==> src/rtl/cic_decim_prog.sv <==
// Programmable-ratio CIC sinc^ORDER decimator for a 1-bit sigma-delta bitstream.
// Optional register monitor port is compiled in with `define CIC_MONITOR_EN.
module cic_decim_prog #(
  parameter int ORDER          = 3,
  parameter int MAX_DECIMATION = 256,
  parameter int CNT_W          = $clog2(MAX_DECIMATION),
  parameter int ACC_W          = ORDER*CNT_W+1
) (
  input  logic             clk,
  input  logic             reset_n,
  input  logic             enable,
  input  logic             clear,
  input  logic             in,
  input  logic [CNT_W-1:0] dec_ratio_m1,
  output logic [ACC_W-1:0] out_data,
  output logic             out_valid,
  output logic             settled
`ifdef CIC_MONITOR_EN
  ,
  input  logic [3:0]       mon_sel,
  output logic [ACC_W-1:0] mon_out
`endif
);

  localparam int              SC_W     = $clog2(ORDER + 2);
  localparam logic [SC_W-1:0] SETTLE_N = SC_W'(ORDER + 1);

  logic [ACC_W-1:0] r_acc [ORDER];
  logic [ACC_W-1:0] r_dly [ORDER];
  logic [ACC_W-1:0] w_comb [ORDER];
  logic [ACC_W-1:0] w_diff;
  logic [ACC_W-1:0] w_in_coded;
  logic [CNT_W-1:0] r_cnt;
  logic [CNT_W-1:0] r_ratio;
  logic [CNT_W-1:0] w_ratio_new;
  logic [SC_W-1:0]  r_strb;
  logic             w_tick;

  // A requested ratio of zero would mean D=1, which the comb cannot use.
  function automatic logic [CNT_W-1:0] eff_ratio(input logic [CNT_W-1:0] v);
    return (v == '0) ? CNT_W'(1) : v;
  endfunction

  function automatic logic [SC_W-1:0] sat_inc(input logic [SC_W-1:0] v);
    return (v >= SETTLE_N) ? v : v + SC_W'(1);
  endfunction

  assign w_in_coded  = {{(ACC_W-1){1'b0}}, in};
  assign w_tick      = enable && (r_cnt == r_ratio);
  assign w_ratio_new = eff_ratio(dec_ratio_m1);

  // Stage p0: integrators, full rate, wrapping modulo 2^ACC_W
  always_ff @(posedge clk or negedge reset_n) begin
    if (!reset_n) begin
      for (int k = 0; k < ORDER; k++) r_acc[k] <= '0;
    end else if (clear) begin
      for (int k = 0; k < ORDER; k++) r_acc[k] <= '0;
    end else if (enable) begin
      r_acc[0] <= r_acc[0] + w_in_coded;
      for (int k = 1; k < ORDER; k++) r_acc[k] <= r_acc[k] + r_acc[k-1];
    end
  end

  // Decimation timing; the ratio only changes at a period boundary
  always_ff @(posedge clk or negedge reset_n) begin
    if (!reset_n) begin
      r_cnt   <= '0;
      r_ratio <= '1;
    end else if (clear) begin
      r_cnt   <= '0;
      r_ratio <= w_ratio_new;
    end else if (w_tick) begin
      r_cnt   <= '0;
      r_ratio <= w_ratio_new;
    end else if (enable) begin
      r_cnt   <= r_cnt + CNT_W'(1);
    end
  end

  // Stage p1: comb chain on the pre-update last integrator value
  always_comb begin
    w_diff = r_acc[ORDER-1];
    for (int k = 0; k < ORDER; k++) begin
      w_diff    = w_diff - r_dly[k];
      w_comb[k] = w_diff;
    end
  end

  always_ff @(posedge clk or negedge reset_n) begin
    if (!reset_n) begin
      for (int k = 0; k < ORDER; k++) r_dly[k] <= '0;
    end else if (clear) begin
      for (int k = 0; k < ORDER; k++) r_dly[k] <= '0;
    end else if (w_tick) begin
      r_dly[0] <= r_acc[ORDER-1];
      for (int k = 1; k < ORDER; k++) r_dly[k] <= w_comb[k-1];
    end
  end

  // Stage p2: output word, strobe and settle tracking
  always_ff @(posedge clk or negedge reset_n) begin
    if (!reset_n) begin
      out_data  <= '0;
      out_valid <= 1'b0;
      settled   <= 1'b0;
      r_strb    <= '0;
    end else if (clear) begin
      out_data  <= '0;
      out_valid <= 1'b0;
      settled   <= 1'b0;
      r_strb    <= '0;
    end else begin
      out_valid <= w_tick;
      if (w_tick) begin
        out_data <= w_comb[ORDER-1];
        if (w_ratio_new != r_ratio) begin
          r_strb  <= '0;
          settled <= 1'b0;
        end else begin
          r_strb  <= sat_inc(r_strb);
          settled <= (sat_inc(r_strb) == SETTLE_N);
        end
      end
    end
  end

`ifdef CIC_MONITOR_EN
  logic [ACC_W-1:0] w_mon;

  always_comb begin
    w_mon = '0;
    for (int k = 0; k < ORDER; k++) begin
      if (mon_sel == 4'(k))     w_mon = r_acc[k];
      if (mon_sel == 4'(k + 5)) w_mon = r_dly[k];
    end
    if (mon_sel == 4'd13) w_mon = {{(ACC_W-CNT_W){1'b0}}, r_cnt};
    if (mon_sel == 4'd14) w_mon = {{(ACC_W-2){1'b0}}, settled, out_valid};
  end

  always_ff @(posedge clk or negedge reset_n) begin
    if (!reset_n) mon_out <= '0;
    else          mon_out <= w_mon;
  end
`endif

endmodule
==> config.mk <==
export PLATFORM = sky130hd
export DESIGN_NAME = cic_decim_prog
export DESIGN_NICKNAME = d
export VERILOG_FILES = /design/src/rtl/cic_decim_prog.sv
export SDC_FILE = /design/constraint.sdc
export NUM_CORES = 1
export LEC_CHECK = 0
export ABC_CLOCK_PERIOD_IN_PS = 11300
export BUFFER_PORTS_ARGS = -buffer_cell sky130_fd_sc_hd__buf_2
export CORE_MARGIN = 1
export CORE_UTILIZATION = 35
export CTS_BUF_LIST = sky130_fd_sc_hd__clkbuf_4 sky130_fd_sc_hd__clkbuf_8 sky130_fd_sc_hd__clkbuf_16
export CTS_CLUSTER_DIAMETER = 120
export DETAILED_ROUTE_END_ITERATION = 7
export PLACE_DENSITY_LB_ADDON = 0.3
export SYNTH_ARGS = -nofsm -noshare
export SYNTH_HDL_FRONTEND = slang
export SYNTH_SLANG_ARGS = --single-unit
export TNS_END_PERCENT = 50
==> constraint.sdc <==
create_clock -name clk -period 11.3 [get_ports clk]
set_input_delay 0.565 -clock clk [delete_from_list [all_inputs] [get_ports clk]]
set_output_delay 0.565 -clock clk [all_outputs]
set_load 0.02 [all_outputs]
==> summary.txt <==
Synth
  – Mapped Avg Cell Area: 8.56 um^2
  – Post-synth net total: 1736
  – Area share of the largest cell type after synthesis: 34.5%
  – Synth area leader: dfrtp_1
  – Mapped Cells: 1593
  – Main synth FF type: dfrtp_1
  – Synth warnings: 0
  – Number of synthesized register bits: 196
  – Top cells by area, synth: dfrtp_1 34%, ha_1 11%, a21oi_1 6.6%
  – Most frequent cell after synthesis: nand2_1
  – Number of distinct library cells after synthesis: 70
  – Top cells by count, synth: 240 x nand2_1, 188 x dfrtp_1, 180 x a21oi_1
  – Fraction of registers with async set/reset: 100%
  – Area of the mapped netlist: 13600 um^2
  – Post-synth EDFFs: 0
  – Post-synthesis sequential area ratio: 36.0%

Layout
  – Proportion of layout cells with a drive suffix above 1: 6.60%
  – Multi-input logic area: 8120 um^2
  – Area taken by flip-flops and latches: 4910 um^2
  – Filler Cell Count: 3874
  – Area Growth Syn to Fin: 9.45%
  – Fin nets: 1751
  – Layout Utilization: 39.3%
  – Fin cells: 2132
  – N_diodes: 0

Global routing
  – M2 GR Usage: 25.4%
  – First-pass GRT wire length: 48400 um
  – Largest net degree at the start of global routing: 99
  – GR Util met3: 2.23%
  – Initial antenna violation count: 0
  – GR peak layer: met2
  – Vias in the first global route: 10327
  – GRT Overall Usage: 14.8%
  – Met1 GRT Util: 19.1%
  – Overflow after GRT: 0

Placement
  – DP Cell Count: 2100
  – RePlAce Congestion: 0.820
  – DP HPWL: 19700 um
  – # port buffers: 39

CTS
  – CTS Sinks: 196
  – Clock Latency Late Sink: 0.45 ns
  – Bufs on Longest Clock Path: 2
  – Clk pin slew, worst setup/hold paths: 0.08 ns
  – Resize count post-CTS: 0
  – Total CTS buffers: 17
  – CTS root buffer: clkbuf_16
  – H-tree lvl count: 4
  – CTS Hold Bufs: 0
  – Post-CTS Setup Bufs: 0
  – TritonCTS clock tree: yes

Timing
  – Worst Skew: 0.00965 ns
  – Tcrit/Tclk final: 54.8%
  – Setup Viol. Count Final: 0
  – Final hold vios: 0
  – Worst slew pin tran: 1.08 ns
  – Fin. max-slew vios: 0
  – Fmax: 0.161 GHz
  – Tmin final: 6.19 ns
  – Setup TNS: 0 ns
  – Fin Hold WS: 0.149 ns
  – RSZ-0062 raised after global routing: false
  – Slew HR: 27.9%

Floorplan
  – Row count: 71
  – Core Footprint: 38000 um^2
  – Full die area: 39800 um^2
  – Initial Utilization: 35.9%
  – IO Count: 40
  – Die W: 199 um
  – Die Height: 199 um

Worst setup path
  – CP endpoint kind: flop
  – CP Launch Type: flop
  – R2R Path Start: r_acc[6]
  – R2r worst-path depth: 29
  – Crit-path most repeated cell: a21o_1
  – Setup CP Type: reg2reg
  – Critical Path AT: 6.53 ns
  – R2R setup slack: 5.11 ns
  – Reg2reg end: out_data[24]
  – Slowest CP cell: dfrtp_1
  – CP peak stage delay: 0.43 ns
  – Worst Path Max Fanout: 5
  – Req. time, crit path: 11.64 ns

Pwr
  – Static Leak: 6.88 nW
  – Power density cells: 127 nW/um^2
  – Total power: 1.90 mW
  – Peak VDD IR: 0.0000794 V

Route
  – Wirelength per Cell: 13.1 um
  – Initial DRC count: 519
  – Vias per cell: 4.94
  – Routed WL: 27900 um
  – Detail Route Antenna Nets: 0
  – Vias: 10535
  – DRT Pass-1 Iters: 6
  – Number of remaining DRC errors: 0

Job
  – Max_cap viols: 0

Min path
  – Hold crit path type: in2async

Run status
  – Outcome: finished, final reports clean
==> kinds of logic (layout without fill, tap and decap cells) <==
kind of cell    Yosys count  in the layout  synth area share, %
buf+inv                 165            193                 4.54
compound gates          412            412                 18.8
mux                      39             39                 2.88
flops                   196            196                 36.0
xor+xnor                143            143                 9.24
fa+ha+maj               130            130                 12.2
simple gates            508            508                 16.3
==> area by class of cell <==
cell class / instances / share of cell area (%)
multi-input cells: 1232 / 54.4
well taps: 511 / 4.28
inverters: 114 / 2.87
repair buffers: 47 / 1.78
clock buffers: 18 / 2.90
flip-flops and latches: 196 / 32.9
clock inverters: 14 / 0.880
==> critical path, delay by kind of cell, from the launching register on <==
kind | cells | cell delay [ns]
and+or+nand+nor | 4 | 0.65
buffers and inverters | 1 | 0.09
DFF | 1 | 0.43
xor gates and xnor gates | 4 | 0.64
AOI/OAI and AO/OA | 17 | 3.29
adders and majority gates | 3 | 0.98
==> metrics by stage <==
stage / cell area, um^2 / setup slack (ns)
2_1_floorplan: 13600 / 5.69
3_3_place_gp: 14400 / 5.32
3_5_place_dp: 14400 / 5.20
4_1_cts: 14900 / 5.16
5_1_grt: 14900 / 4.66
6_report: 14900 / 5.11
==> report_power, final <==
group	internal (mW)	switching (mW)
logic	0.251	0.329
registers	0.712	0.00947
clock network	0.296	0.302
==> metal layers <==
layer,vias to the layer above,wire length (um)
met3,26,640
met2,116,13000
met4,0,346
met1,4880,13900
met5,-,0
li1,5513,-
==> flip-flops by register name, summed over array words and instances, names as in the netlist <==
signal and count:
r_acc 75, r_dly 75, out_data 25, r_cnt 8
r_ratio 8, r_strb 3, out_valid 1, settled 1
==> how the worst max path moves through the flow <==
stage                        start           end  slack, ns  cells past startpoint
after detailed placement  r_acc[6]  out_data[24]       5.20                     29
after global routing      r_acc[6]  out_data[24]       4.66                     27
after floorplan           r_acc[0]  out_data[24]       5.69                     30
after global placement    r_acc[6]  out_data[24]       5.32                     29
final                     r_acc[6]  out_data[24]       5.11                     29
after CTS                 r_acc[6]  out_data[24]       5.16                     29
==> layout by cell type (no fill, tap or decap), drive strengths merged, types with 16 or more instances in the layout <==
master  count
nand2     241
dfrtp     188
a21oi     181
nor2      130
ha        125
inv       125
xnor2      84
o21ai      62
xor2       59
a21o       48
buf        46
mux2i      37
o21bai     23
nand3      23
o21a       19
nor3       19
clkbuf     19
nand2b     18
and3       16
Power figures use the tool's default switching activity.
